`src/rtl/serial_arith_pkg.sv`:
```
// Shared types, default sizes and bit-level helpers for the serial arithmetic lanes.
package serial_arith_pkg;

  typedef enum logic [0:0] {
    IDLE = 1'b0,
    RUN  = 1'b1
  } state_e;

  localparam int DEF_LANES  = 4;
  localparam int DEF_WORD_W = 16;

  // Width of the bit counter; a 1-bit counter still works for 2-bit words.
  function automatic int cnt_width(input int word_w);
    return (word_w > 1) ? $clog2(word_w) : 1;
  endfunction

  function automatic logic fa_sum(input logic a, input logic b, input logic c);
    return a ^ b ^ c;
  endfunction

  function automatic logic fa_carry(input logic a, input logic b, input logic c);
    return (a & b) | (a & c) | (b & c);
  endfunction

endpackage

```
`src/rtl/serial_fa_lane.sv`:
```
// One bit-serial full-adder lane: registered sum bit and carry, with combinational
// carry-in/carry-out taps so the top level can capture flags on the MSB.
module serial_fa_lane
  import serial_arith_pkg::*;
(
  input  logic clk,
  input  logic rst,
  input  logic a,
  input  logic b,
  input  logic inv_b,
  input  logic init_carry,
  input  logic load,
  input  logic en,
  output logic s,
  output logic cin_tap,
  output logic cout_tap
);

  logic carry_r;
  logic b_eff_s;
  logic cin_s;
  logic sum_s;
  logic cout_s;

  // First bit of a word takes its carry from the mode; later bits chain the stored carry.
  always_comb begin
    b_eff_s = b ^ inv_b;
    if (load) begin
      cin_s = init_carry;
    end else begin
      cin_s = carry_r;
    end
    sum_s  = fa_sum(a, b_eff_s, cin_s);
    cout_s = fa_carry(a, b_eff_s, cin_s);
  end

  assign cin_tap  = cin_s;
  assign cout_tap = cout_s;

  // Sum bit returns to 0 whenever the lane is not producing a result.
  always_ff @(posedge clk) begin
    if (rst) begin
      s       <= 1'b0;
      carry_r <= 1'b0;
    end else if (en) begin
      s       <= sum_s;
      carry_r <= cout_s;
    end else begin
      s       <= 1'b0;
      carry_r <= carry_r;
    end
  end

endmodule

```
`src/rtl/serial_addsub_array.sv`:
```
// Multi-lane bit-serial adder/subtractor: shared word FSM and counter, per-lane
// mode latched at start, carry-out and signed-overflow flags captured on the MSB.
module serial_addsub_array
  import serial_arith_pkg::*;
#(
  parameter int LANES  = DEF_LANES,
  parameter int WORD_W = DEF_WORD_W
) (
  input  logic             clk,
  input  logic             rst,
  input  logic             start,
  input  logic [LANES-1:0] sub,
  input  logic [LANES-1:0] a_bit,
  input  logic [LANES-1:0] b_bit,
  output logic [LANES-1:0] s_bit,
  output logic             s_valid,
  output logic             busy,
  output logic             done,
  output logic [LANES-1:0] cout,
  output logic [LANES-1:0] ovf
);

  localparam int              CNT_W    = cnt_width(WORD_W);
  localparam logic [CNT_W-1:0] CNT_LAST = CNT_W'(WORD_W - 1);

  state_e           state_r;
  state_e           state_nxt;
  logic [CNT_W-1:0] cnt_r;
  logic [LANES-1:0] mode_r;
  logic [LANES-1:0] inv_b_s;
  logic [LANES-1:0] cin_tap_s;
  logic [LANES-1:0] cout_tap_s;
  logic             accept_s;
  logic             run_s;
  logic             last_s;
  logic             lane_en_s;

  // Next-state decode; start is only honoured from IDLE.
  always_comb begin
    state_nxt = state_r;
    accept_s  = 1'b0;
    run_s     = 1'b0;
    last_s    = 1'b0;
    case (state_r)
      IDLE: begin
        if (start) begin
          accept_s  = 1'b1;
          state_nxt = RUN;
        end else begin
          state_nxt = IDLE;
        end
      end
      RUN: begin
        run_s = 1'b1;
        if (cnt_r == CNT_LAST) begin
          last_s    = 1'b1;
          state_nxt = IDLE;
        end else begin
          state_nxt = RUN;
        end
      end
      default: begin
        state_nxt = IDLE;
      end
    endcase
  end

  // The first bit uses the live sub input, since mode_r is not loaded until that edge.
  always_comb begin
    lane_en_s = accept_s | run_s;
    if (accept_s) begin
      inv_b_s = sub;
    end else begin
      inv_b_s = mode_r;
    end
  end

  // State register.
  always_ff @(posedge clk) begin
    if (rst) begin
      state_r <= IDLE;
    end else begin
      state_r <= state_nxt;
    end
  end

  // Bit counter and latched per-lane mode.
  always_ff @(posedge clk) begin
    if (rst) begin
      cnt_r  <= '0;
      mode_r <= '0;
    end else if (accept_s) begin
      cnt_r  <= CNT_W'(1);
      mode_r <= sub;
    end else if (run_s) begin
      cnt_r  <= last_s ? '0 : cnt_r + CNT_W'(1);
      mode_r <= mode_r;
    end else begin
      cnt_r  <= cnt_r;
      mode_r <= mode_r;
    end
  end

  // Status strobes line up with the lane sum registers.
  always_ff @(posedge clk) begin
    if (rst) begin
      s_valid <= 1'b0;
      busy    <= 1'b0;
      done    <= 1'b0;
    end else begin
      s_valid <= accept_s | run_s;
      busy    <= accept_s | (run_s & ~last_s);
      done    <= last_s;
    end
  end

  // Flags clear on an accepted start and hold after the MSB until the next one.
  always_ff @(posedge clk) begin
    if (rst) begin
      cout <= '0;
      ovf  <= '0;
    end else if (accept_s) begin
      cout <= '0;
      ovf  <= '0;
    end else if (last_s) begin
      cout <= cout_tap_s;
      ovf  <= cin_tap_s ^ cout_tap_s;
    end else begin
      cout <= cout;
      ovf  <= ovf;
    end
  end

  for (genvar i = 0; i < LANES; i++) begin : g_lane
    serial_fa_lane u_lane (
      .clk        (clk),
      .rst        (rst),
      .a          (a_bit[i]),
      .b          (b_bit[i]),
      .inv_b      (inv_b_s[i]),
      .init_carry (sub[i]),
      .load       (accept_s),
      .en         (lane_en_s),
      .s          (s_bit[i]),
      .cin_tap    (cin_tap_s[i]),
      .cout_tap   (cout_tap_s[i])
    );
  end

endmodule
```
`config.mk`:
```
export PLATFORM = sky130hd
export DESIGN_NAME = serial_addsub_array
export DESIGN_NICKNAME = d
export VERILOG_FILES = /design/src/rtl/serial_arith_pkg.sv /design/src/rtl/serial_fa_lane.sv /design/src/rtl/serial_addsub_array.sv
export SDC_FILE = /design/constraint.sdc
export NUM_CORES = 1
export LEC_CHECK = 0
export ABC_AREA = 1
export CAP_MARGIN = 20
export CELL_PAD_IN_SITES_DETAIL_PLACEMENT = 1
export CELL_PAD_IN_SITES_GLOBAL_PLACEMENT = 2
export CORE_UTILIZATION = 24
export CTS_CLUSTER_DIAMETER = 150
export DETAILED_ROUTE_END_ITERATION = 10
export PLACE_DENSITY = 0.8
export SYNTH_ARGS = -nofsm -noshare
export SYNTH_HDL_FRONTEND = slang
export SYNTH_HIERARCHICAL = 1
export SYNTH_SLANG_ARGS = --single-unit
```
`constraint.sdc`:
```
create_clock -name clk -period 1.7 [get_ports clk]
set_input_delay 0.255 -clock clk [delete_from_list [all_inputs] [get_ports clk]]
set_output_delay 0.255 -clock clk [all_outputs]
set_load 0.03 [all_outputs]
```
After elaboration in Yosys (flattened, before gate mapping)
Index checks and enable logic that the tools add are counted.
- eq/ne operators: 1
- add/subtract/negate cells: 1
- reduce and logical (&&, ||, !) cells: 3
- bitwise logic cells: 39
- muxes and demuxes: 15
- operators by type and width (kind ; count):
    AND 1 bit ; 13
    two-way mux 1 bit ; 12
    bitwise XOR 1 bit ; 12
    OR 1 bit ; 10
    two-way mux 4 bit ; 2
    adder 4 x 1 -> 4 bit, second input constant ; 1
    equality test 4 bit, second input constant ; 1
    OR reduction 2 bit ; 2
    bitwise XOR 4 bit ; 1
    NOT 1 bit ; 3
    case mux 1 bit (2 select lines) ; 1
    nonzero test 2 bit ; 1
- output and inout port bits: 15
- bits in registers: 28
- input port bits: 15
- word-level logic and storage cells: 76

Longest topological paths before layout
Gate-level depths: netlist of the first run.
- word-level depth: 8
- mapped depth: 13

Modules after synthesis
Netlist of the first run, hierarchy kept.
- by module, submodules not included (module ; instances ; area an instance (µm²) ; cells each):
    serial_addsub_array ; 1 ; 893.4 ; 124
    serial_fa_lane ; 4 ; 126.4 ; 19

Worst setup path before layout of the first run
OpenSTA, ideal clock, no wires.
- path kind: register -> register
- start: register, netlist name busy
- end: register ovf[0]
- stages on the path, launching flop included: 11
- path buffers: 1
- setup slack: -262 ps
- arrival: 1901 ps
- cells stage by stage: dfxtp_1 buf_6 nor2_2 nand2_1 inv_1 nor2_1 fa_1 inv_1 xor2_1 nor2_1 nor2_2
- RTL lines (what ; line ; source):
    to (signal assigned) ; serial_addsub_array.sv:127 ; ovf <= cin_tap_s ^ cout_tap_s;
    to (signal assigned) ; serial_addsub_array.sv:130 ; ovf <= ovf;
    to (decl) ; serial_addsub_array.sv:20 ; output logic [LANES-1:0] ovf

==> results.json, run 1 <==
{
  "post_dp_cell_area_um2": 1862,
  "detailed_place_hpwl_um": 2504,
  "synth_top_family_by_area": "simple AND/OR/NAND/NOR gates",
  "crit_path_end_kind": "flip-flop",
  "fp.dieH_um": 78.35,
  "final-seq-area_um2": 544.3,
  "core_region_area_um2": 5574,
  "hold_class": "reg2reg",
  "synth-seq-cells": 27,
  "die_area_um2": 6138,
  "post-route-worst-setup-slack_ns": -0.02351,
  "insertedDiodeCount": 0,
  "cts_max_path_buffers": 2,
  "vias": 1249,
  "pwr-share-clk_pct": 25.4,
  "power.share.switching_pct": 29.92,
  "worst_ep_required_time_ns": 1.92,
  "critical_path_peak_fanout": 8,
  "clock_latency_ns": 0.27,
  "unrepaired_setup_endpoints_after_global_routing": "yes",
  "boundaryPins": 30,
  "place.port_buffers": 29,
  "yosysUniqueCellTypes": 20,
  "synth_xor_xnor_area_share_pct": 5.009,
  "mean_number_of_vias_per_cell": 3.965,
  "postLayoutCellArea_um2": 1957,
  "routabilityCongestion": 0.6796,
  "dr.pass1.iters": 4,
  "fillerInstances": 709,
  "grt_use_total_pct": 12.25,
  "final_cell_mix": "sky130_fd_sc_hd__inv_1 (40), sky130_fd_sc_hd__nand2_1 (40), sky130_fd_sc_hd__nor2_1 (40), sky130_fd_sc_hd__clkdlybuf4s50_1 (27), sky130_fd_sc_hd__dfxtp_1 (26)",
  "synthesis.area_um2": 1399,
  "first_global_vias": 1285,
  "overflow_left_after_global_routing": 0,
  "reg_clk_slew_reported_paths_ns": 0.09,
  "yosysTopAreaCell": "sky130_fd_sc_hd__dfxtp_1",
  "largest_net_degree_at_the_start_of_global_routing": 15,
  "yosys.area_share.adder_pct": 6.619,
  "finalCritPeriodShare_pct": 101.4,
  "irDropWorstVdd_v": 0.0002876,
  "failed_checks": "setup timing",
  "cts_made_buffers": 3,
  "maxCapViolations": 0,
  "power_switching_mw": 0.4387,
  "achievable-frequency_mhz": 580.2,
  "yosysWarnings": 6,
  "first_pass_grt_wire_length_um": 5816,
  "synth_seq_area_share_pct": 38.64,
  "worstPathArrival_ns": 1.94,
  "power-per-cell-area_nw_per_um2": 749.2,
  "power.leakage_nw": 0.9450,
  "htree_levels": 1,
  "finClkSkew_ns": 0.002203,
  "comb_power_share_pct": 27.8,
  "syn2layout_area_growth_pct": 39.89,
  "multiplexer_share_of_the_synthesized_area_pct": 0,
  "worstSetupPathType": "reg2reg",
  "worst_slew_pin_slew_ns": 0.4600,
  "synth_compound_area_share_pct": 4.562,
  "antenna_found_initial": 0,
  "hold_violations": 0,
  "effective_utilization_at_floorplan_pct": 25.10,
  "finalWirelength_um": 3234,
  "post_synth_inst_count": 200,
  "tritoncts": "done",
  "status": "complete, but fails checks",
  "multiInputGateArea_um2": 700.7,
  "fp-row-count": 27,
  "clock-root-buffer": "sky130_fd_sc_hd__clkbuf_8",
  "number_of_drc_markers_after_the_initial_detailed_route_iteration": 35,
  "power_frac_seq_pct": 46.8,
  "holdCritStartpoint": "cnt_r[1]",
  "syn_nets": 220,
  "synth_top_area_share_pct": 38.64,
  "route.detailed.drc": 0,
  "cts_sinks": 27,
  "synth.avg_cell_area_um2": 6.994,
  "startpoint_type": "flip-flop",
  "max_slew_margin_pct": 69.30,
  "final_setup_violation_count": 3,
  "critical_path.startpoint": "busy",
  "layout.nets": 264,
  "synthTopCellsByArea": "sky130_fd_sc_hd__dfxtp_1 (39%), sky130_fd_sc_hd__inv_1 (12%), sky130_fd_sc_hd__nand2_1 (11%)",
  "wl_per_cell_um": 10.27,
  "period_needed_ns": 1.724,
  "die-width_um": 78.35,
  "fin_worst_hold_slack_ns": 0.4914,
  "cts_hold_repair.buffers": 0,
  "regToRegStartpoint": "busy",
  "final_layout_size_suffix_gt1_share_pct": 18.11,
  "synth-simple-area-share_pct": 30.32,
  "internal_power_mw": 1.028,
  "route.antenna.remaining_nets": 0,
  "report.final.slew_viol_count": 0,
  "utilization_pct": 35.11
}
## routing by layer
| metal | GRT usage [%] | wire [um] |
|---|---|---|
| met5 | 0 | 0 |
| met4 | 5.000 | 56 |
| met3 | 1.860 | 117 |
| met2 | 20.18 | 1450 |
| met1 | 15.91 | 1610 |
## power groups by stage
stage                     sequential (mW)  clock (mW)  combinational (mW)
after detailed placement            0.701           0               0.393
after CTS                           0.687       0.403               0.414
after global routing                0.692       0.426               0.462
after floorplan                     0.732           0               0.209
final                               0.686       0.372               0.408
after global placement              0.700           0               0.387
## flip-flops by register name (all words and copies together), names as in the netlist
signal / cells
cnt_r: 4
s_valid: 1
busy: 1
done: 1
cout: 4
g_lane.u_lane/s: 4
g_lane.u_lane/carry_r: 4
mode_r: 4
ovf: 4
## timing repair
action	in CTS	in global routing
endpoints found under the setup margin	16	11
buffers inserted	2	0
gates cloned	0	0
resized for setup	9	1
pin swaps	1	0
## area by class of cell
cell class | count | area share, %
multi-input cells | 124 | 35.81
flip-flops and latches | 27 | 27.81
repair buffers | 43 | 20.72
inverters | 45 | 8.760
well taps | 72 | 4.604
clock buffers | 4 | 2.302
## worst max-delay path, cell delays in order (launching register included)
cell and delay [ns]:
sky130_fd_sc_hd__dfxtp_4 0.38, sky130_fd_sc_hd__inv_4 0.08, sky130_fd_sc_hd__nand2_8 0.08, sky130_fd_sc_hd__o21ai_1 0.19, sky130_fd_sc_hd__inv_1 0.10, sky130_fd_sc_hd__xnor2_2 0.15
sky130_fd_sc_hd__fa_2 0.34, sky130_fd_sc_hd__inv_2 0.07, sky130_fd_sc_hd__xor2_1 0.13, sky130_fd_sc_hd__nor2_1 0.06, sky130_fd_sc_hd__nor2_2 0.10
## metrics by stage
| stage | worst slack, ns | TNS, ns | instances | power [mW] |
|---|---|---|---|---|
| after floorplan | -0.04349 | -0.1620 | 200 | 0.9409 |
| after global placement | -0.4703 | -5.681 | 309 | 1.087 |
| after detailed placement | -0.4826 | -6.232 | 309 | 1.093 |
| after CTS | -0.02655 | -0.06640 | 315 | 1.504 |
| after global routing | -0.1436 | -0.9373 | 315 | 1.580 |
| final | -0.02351 | -0.04256 | 315 | 1.466 |
## logic make-up (layout without fill, tap and decap cells)
logic type,count (synthesis),after routing
AND/OR/NAND/NOR,99,99
buffers and inverters,49,92
flip-flops,27,27
AO/OA/AOI/OAI,12,12
XOR/XNOR,8,8
adder cells (fa/ha/maj),5,5
## cell usage after synthesis (all sizes together)
cell   number
xor2        4
o21ai       9
nor3        1
nand4       1
nor2       48
nand2      43
dfxtp      27
buf         4
xnor2       4
inv        45
a21oi       3
nand3       6
fa          4
ha          1
## path summary, 6_finish.rpt
path	slack (ns)	endpoint	cells past startpoint
worst max-delay path	-0.02	ovf[1]	10
worst min-delay path	0.49	cnt_r[1]	2
worst max register to register	-0.02	ovf[1]	10
worst min register to register	0.49	cnt_r[1]	2
Note: power is estimated with default switching activity, not from simulation.
==> inputs of run 2 (changes only) <==
ABC_AREA = 0   (was 1)
CORE_UTILIZATION = 26   (was 24)
==> run 2 against run 1 <==
The flow finishes with violations (DRC, setup timing). Routed wire length grew 0.43%. Cell area shrank 1.9%. Global-route usage is 1.5 points higher. Critical path depth down 2. Sequential share of layout area is 0.54 points higher. Core utilization is 8.1 points higher. Synthesized cell count down 39%. Critical path type unchanged. Largest cell class unchanged. Largest power group unchanged.
==> results.json, run 2 <==
{
  "fp-row-count": 24,
  "synth_edf_count": 0,
  "insertedDiodeCount": 0,
  "vias": 1021,
  "cts_max_path_buffers": 2,
  "syn_nets": 142,
  "dp_slack_ns": -0.6929,
  "power-per-cell-area_nw_per_um2": 795.6,
  "irDropWorstVdd_v": 0.0003155,
  "period_needed_ns": 1.907,
  "fp.dieH_um": 70.64,
  "utilization_pct": 43.19,
  "worstPathArrival_ns": 2.11,
  "cts_sinks": 27,
  "number_of_drc_markers_after_the_initial_detailed_route_iteration": 35,
  "place.port_buffers": 29,
  "fillerInstances": 507,
  "overflow_left_after_global_routing": 0,
  "core_region_area_um2": 4444,
  "tritoncts": "done",
  "route.detailed.drc": 4,
  "mean_number_of_vias_per_cell": 4.599,
  "worst_slew_pin_slew_ns": 0.4772,
  "crit_path_end_kind": "flip-flop",
  "synth.avg_cell_area_um2": 10.04,
  "syn2layout_area_growth_pct": 56.69,
  "critical_path_peak_fanout": 3,
  "wl_per_cell_um": 14.63,
  "achievable-frequency_mhz": 524.5,
  "synth_top_area_share_pct": 44.13,
  "maxCapViolations": 0,
  "asyncSetResetFlopFracSynth_pct": 0,
  "hold_class": "in2reg",
  "largest_net_degree_at_the_start_of_global_routing": 16,
  "report.final.slew_viol_count": 0,
  "antenna_found_initial": 0,
  "final_cell_mix": "sky130_fd_sc_hd__clkdlybuf4s50_1 (27), sky130_fd_sc_hd__dfxtp_1 (26), sky130_fd_sc_hd__buf_4 (16), sky130_fd_sc_hd__nor2_1 (14), sky130_fd_sc_hd__inv_1 (9)",
  "synthesis.area_um2": 1225,
  "htree_levels": 1,
  "power.leakage_nw": 0.7501,
  "effective_utilization_at_floorplan_pct": 27.56,
  "route.antenna.remaining_nets": 0,
  "cts_made_buffers": 3,
  "synth_flop_cell": "sky130_fd_sc_hd__dfxtp_1",
  "yosysWarnings": 6,
  "max_slew_margin_pct": 68.15,
  "finalCritPeriodShare_pct": 112.1,
  "post_synth_inst_count": 122,
  "first_pass_grt_wire_length_um": 5347,
  "reg_clk_slew_reported_paths_ns": 0.10,
  "synth-seq-cells": 27,
  "finClkSkew_ns": 0.002902,
  "synthTopCellsByArea": "sky130_fd_sc_hd__dfxtp_1 (44%), sky130_fd_sc_hd__fa_1 (6.5%), sky130_fd_sc_hd__xnor2_1 (5.7%)",
  "clock_latency_ns": 0.28,
  "clock-root-buffer": "sky130_fd_sc_hd__clkbuf_8",
  "final_layout_size_suffix_gt1_share_pct": 38.82,
  "boundaryPins": 30,
  "place.detailed.instances": 212,
  "yosys.cell_count.top_type": "sky130_fd_sc_hd__dfxtp_1",
  "startpoint_type": "flip-flop",
  "final_setup_violation_count": 16,
  "yosysTopAreaCell": "sky130_fd_sc_hd__dfxtp_1",
  "hold_violations": 0,
  "finalWirelength_um": 3248,
  "routabilityCongestion": 0.7180,
  "finalNonFillerCells": 222,
  "failed_checks": "DRC, setup timing",
  "status": "complete, but fails checks",
  "unrepaired_setup_endpoints_after_global_routing": "yes",
  "cts_hold_repair.buffers": 0,
  "worst_ep_required_time_ns": 1.91,
  "synth_seq_area_share_pct": 44.13,
  "post-route-worst-setup-slack_ns": -0.2065,
  "detailed_place_hpwl_um": 2355,
  "dr.pass1.iters": 9,
  "yosys-top-cells-count": "sky130_fd_sc_hd__dfxtp_1 (27), sky130_fd_sc_hd__nor2_1 (14), sky130_fd_sc_hd__inv_1 (13)",
  "grt_use_total_pct": 13.79,
  "yosysUniqueCellTypes": 26,
  "first_global_vias": 1124,
  "die_area_um2": 4990,
  "worstSetupPathType": "reg2reg",
  "layout.nets": 191,
  "die-width_um": 70.64,
  "mostFrequentLayoutCell": "sky130_fd_sc_hd__clkdlybuf4s50_1"
}
run 2: cell types whose count changed after synthesis, moves of 4 or more:
cell / delta
sky130_fd_sc_hd__nor2_2: -6
sky130_fd_sc_hd__nor2_1: -26
sky130_fd_sc_hd__mux2i_1: +5
sky130_fd_sc_hd__inv_1: -32
sky130_fd_sc_hd__o21ai_1: -4
sky130_fd_sc_hd__o21ai_0: -5
sky130_fd_sc_hd__nand2_1: -32
sky130_fd_sc_hd__nor2b_1: +4
sky130_fd_sc_hd__a211oi_2: +4
sky130_fd_sc_hd__a211oi_1: +4
sky130_fd_sc_hd__nor3b_1: +4
sky130_fd_sc_hd__nand3_1: -5
sky130_fd_sc_hd__xnor2_1: +4
run 2: worst paths after layout:
| path | startpoint | end | slack [ns] | cells past startpoint |
|---|---|---|---|---|
| hold / removal | start | s_valid | 0.47 | 4 |
| setup / recovery | busy | ovf[1] | -0.21 | 8 |
| hold reg to reg | cout[3] | cout[3] | 0.49 | 2 |
| setup reg to reg | busy | ovf[1] | -0.21 | 8 |
run 2: cell families after synthesis:
family                     share of synthesized area, %
and+or+nand+nor                                   15.83
DFF                                               44.13
buffers and inverters                             8.274
AOI/OAI and AO/OA                                 10.01
xor gates and xnor gates                          6.435
muxes                                             7.763
adders and majority gates                         7.559
run 2: layout make-up:
class,count,area (um2),share of cell area [%]
well taps,52,65.06,3.390
inverters,13,48.80,2.542
repair buffers,49,461.7,24.05
clock buffers,3,41.29,2.151
clock inverters,1,5.005,0.2608
flip-flops and latches,27,544.3,28.36
multi-input cells,77,753.2,39.24
run 2: through the flow:
step	total power, mW	TNS [ns]	cell area, um2	hold slack [ns]
2_1_floorplan	0.9522	-2.838	1326	0.3244
3_3_place_gp	1.094	-8.556	1747	0.4502
3_5_place_dp	1.114	-9.573	1747	0.4634
4_1_cts	1.523	-2.313	1846	0.4683
5_1_grt	1.597	-3.140	1919	0.4912
6_report	1.527	-1.977	1919	0.4664
run 2: metal layers:
layer,part of all wire (%),vias up,track usage [%]
li1,-,492,-
met5,0,-,0
met2,52,25,25.24
met4,1.2,0,4.667
met3,3.9,4,1.994
met1,43,500,16.56
run 2: repair_timing:
action | in CTS | in global routing
gates cloned | 0 | 0
setup endpoints to repair | 17 | 16
buffers inserted | 3 | 3
pin swaps | 6 | 2
resized for setup | 8 | 12
run 2: worst max-delay path: stages, from the launching register on:
cell and delay (ns):
sky130_fd_sc_hd__dfxtp_4 0.36, sky130_fd_sc_hd__nor2b_4 0.15, sky130_fd_sc_hd__buf_6 0.13, sky130_fd_sc_hd__mux2_4 0.31
sky130_fd_sc_hd__xnor2_2 0.14, sky130_fd_sc_hd__fa_2 0.36, sky130_fd_sc_hd__inv_2 0.08, sky130_fd_sc_hd__xnor2_1 0.08
sky130_fd_sc_hd__a211oi_2 0.21
run 2: power breakdown:
group	switching (mW)	internal [mW]	total, mW
Combinational	0.210	0.251	0.461
Sequential	0.0201	0.668	0.688
Clock	0.213	0.165	0.378
==> inputs of run 3 (changes only) <==
ABC_AREA = default   (was 0)
PLACE_DENSITY = 0.81   (was 0.8)
SYNTH_HIERARCHICAL = default   (was 1)
==> run 3 against run 2 <==
Synthesized area decreased by 4.3%. Global-route usage decreased by 0.95 points. Combinational power decreased by 15%. The flow finishes with violations (setup timing).
==> results.json, run 3 <==
{
  "insertedDiodeCount": 0,
  "yosysWarnings": 0,
  "htree_levels": 1,
  "tritoncts": "done",
  "finalCritPeriodShare_pct": 102.5,
  "cts_hold_repair.buffers": 0,
  "yosysUniqueCellTypes": 23,
  "crit_path_end_kind": "flip-flop",
  "wl_per_cell_um": 13.85,
  "failed_checks": "setup timing",
  "synthesis.area_um2": 1172,
  "mean_number_of_vias_per_cell": 4.507,
  "postLayoutCellArea_um2": 1832,
  "final_layout_size_suffix_gt1_share_pct": 34.91,
  "routabilityCongestion": 0.7053,
  "report.final.slew_viol_count": 0,
  "synthTopCellsByArea": "sky130_fd_sc_hd__dfxtp_1 (46%), sky130_fd_sc_hd__nor2_1 (8.6%), sky130_fd_sc_hd__a211oi_1 (7.7%)",
  "unrepaired_setup_endpoints_after_global_routing": "yes",
  "detailed_place_hpwl_um": 2341,
  "synth_top_area_share_pct": 46.10,
  "route.detailed.drc": 0,
  "grt_use_total_pct": 12.84,
  "hold_violations": 0,
  "yosysTopAreaCell": "sky130_fd_sc_hd__dfxtp_1",
  "place.port_buffers": 29,
  "cp_slowest_cell": "sky130_fd_sc_hd__fa_2",
  "layout.nets": 190,
  "max_slew_margin_pct": 72.43,
  "hold_path_cells": 4,
  "synth-seq-cells": 27,
  "antenna_found_initial": 0,
  "total_power_mw": 1.444,
  "period_needed_ns": 1.743,
  "finClkSkew_ns": 0.005328,
  "clock-root-buffer": "sky130_fd_sc_hd__clkbuf_8",
  "cts_sinks": 27,
  "die_area_um2": 4782,
  "cpLargestDelayFamily": "adder cells",
  "die-width_um": 69.15,
  "largest_net_degree_at_the_start_of_global_routing": 20,
  "worst_ep_required_time_ns": 1.90,
  "reg_clk_slew_reported_paths_ns": 0.09,
  "synth_seq_area_share_pct": 46.10,
  "worstPathCellList": "dlygate4sd2_1 > buf_6 > and3b_2 > a21oi_4 > xor2_2 > fa_2 > xnor2_2 > a211oi_2",
  "final_cell_mix": "sky130_fd_sc_hd__nor2_1 (27), sky130_fd_sc_hd__dfxtp_1 (26), sky130_fd_sc_hd__clkdlybuf4s50_1 (25), sky130_fd_sc_hd__buf_4 (23), sky130_fd_sc_hd__a211oi_2 (7)",
  "yosys-top-cells-count": "sky130_fd_sc_hd__dfxtp_1 (27), sky130_fd_sc_hd__nor2_1 (27), sky130_fd_sc_hd__a211oi_1 (12)",
  "power.leakage_nw": 0.7341,
  "register_to_register_path_depth": 6,
  "boundaryPins": 30,
  "asyncSetResetFlopFracSynth_pct": 0,
  "fp-row-count": 24,
  "final_setup_violation_count": 4,
  "cts_made_buffers": 3,
  "critical_path_peak_fanout": 6,
  "synth_edf_count": 0,
  "dr.pass1.iters": 3,
  "syn_nets": 143,
  "overflow_left_after_global_routing": 0,
  "achievable-frequency_mhz": 573.7,
  "hold_class": "in2reg",
  "critPathBufInv": 2,
  "critical_path_depth": 8,
  "first_pass_grt_wire_length_um": 4885,
  "startpoint_type": "primary input",
  "multiInputGateArea_um2": 680.7,
  "worstPathArrival_ns": 1.94,
  "cts_max_path_buffers": 2,
  "post-route-worst-setup-slack_ns": -0.04305,
  "post_dp_cell_area_um2": 1670,
  "status": "complete, but fails checks",
  "number_of_drc_markers_after_the_initial_detailed_route_iteration": 19,
  "irDropWorstVdd_v": 0.0002584,
  "fp.dieH_um": 69.15,
  "fillerInstances": 503,
  "worstSetupPathType": "in2reg",
  "first_global_vias": 1104,
  "finalWirelength_um": 3060,
  "final-seq-area_um2": 544.3,
  "route.antenna.remaining_nets": 0,
  "syn2layout_area_growth_pct": 56.24,
  "power-per-cell-area_nw_per_um2": 788.2,
  "maxCapViolations": 0,
  "synth.avg_cell_area_um2": 9.531,
  "vias": 996,
  "effective_utilization_at_floorplan_pct": 26.93,
  "worst_path_largest_cell_delay_ns": 0.42,
  "synth_flop_cell": "sky130_fd_sc_hd__dfxtp_1",
  "mostFrequentLayoutCell": "sky130_fd_sc_hd__nor2_1",
  "core_region_area_um2": 4354,
  "post_synth_inst_count": 123,
  "clock_latency_ns": 0.27,
  "worst_slew_pin_slew_ns": 0.4136
}
==> run 3: cell count changes after synthesis, moves of 6 or more <==
| cell | before | now |
|---|---|---|
| sky130_fd_sc_hd__nor2_1 | 14 | 27 |
| sky130_fd_sc_hd__a211oi_1 | 4 | 12 |
| sky130_fd_sc_hd__inv_1 | 13 | 5 |
| sky130_fd_sc_hd__nand2_1 | 9 | 3 |
==> run 3: cell families (layout without fill, tap and decap cells) <==
logic type	Yosys count	after routing	synth area share, %
buf+inv	16	62	7.684
compound gates	24	24	14.09
flops	27	27	46.10
simple gates	41	41	16.65
xor+xnor	9	9	6.723
fa+ha+maj	5	5	7.898
mux	1	1	0.8538
==> run 3: cell type report <==
cell class | count | share of cell area (%)
clock buffers | 3 | 2.254
clock inverters | 1 | 0.2732
inverters | 5 | 1.025
multi-input cells | 80 | 37.16
flip-flops and latches | 27 | 29.71
well taps | 52 | 3.552
repair buffers | 53 | 26.02
==> run 3: metal layers <==
layer  routed length, um  track usage [%]  part of all wire (%)  vias up
met5                   0                0                     0        -
met4                  28            4.082                  0.92        0
met3                  85            2.632                   2.8        2
met2                1764            26.11                    58       22
met1                1182            12.57                    39      483
li1                    -                -                     -      489
==> run 3: final timing paths <==
path,slack [ns],start,endpoint
setup / recovery,-0.04,start,ovf[2]
setup reg to reg,-0.04,state_r,ovf[2]
hold reg to reg,0.51,cout[1],cout[1]
hold / removal,0.46,sub[2],mode_r[2]
==> run 3: power breakdown <==
| group | switching, mW | internal (mW) |
|---|---|---|
| Combinational | 0.186 | 0.206 |
| Clock | 0.199 | 0.164 |
| Sequential | 0.0223 | 0.667 |
==> run 3: per-stage QoR <==
stage	hold slack (ns)	std cells	setup TNS, ns	util (%)	worst slack, ns
after CTS	0.5104	220	-0.01953	40.34	-0.01953
after global placement	0.4628	216	-5.594	38.36	-0.3970
after detailed placement	0.4866	216	-6.458	38.36	-0.4869
final	0.4582	221	-0.09891	42.07	-0.04305
after floorplan	0.4473	123	-0.1697	-	-0.04250
after global routing	0.4681	221	-0.8075	42.07	-0.1145
==> run 3: what timing repair did <==
| item | in CTS | in global routing |
|---|---|---|
| setup buffers | 1 | 1 |
| endpoints found under the setup margin | 16 | 17 |
| gates resized for setup | 12 | 13 |
| pin swaps | 8 | 8 |
==> run 3: worst register-to-register path, cell delays in order (launching register included) <==
cell                       delay [ns]
sky130_fd_sc_hd__dfxtp_4         0.37
sky130_fd_sc_hd__nand2b_4        0.22
sky130_fd_sc_hd__a21oi_4         0.20
sky130_fd_sc_hd__xor2_2          0.10
sky130_fd_sc_hd__fa_2            0.42
sky130_fd_sc_hd__xnor2_2         0.15
sky130_fd_sc_hd__a211oi_2        0.21
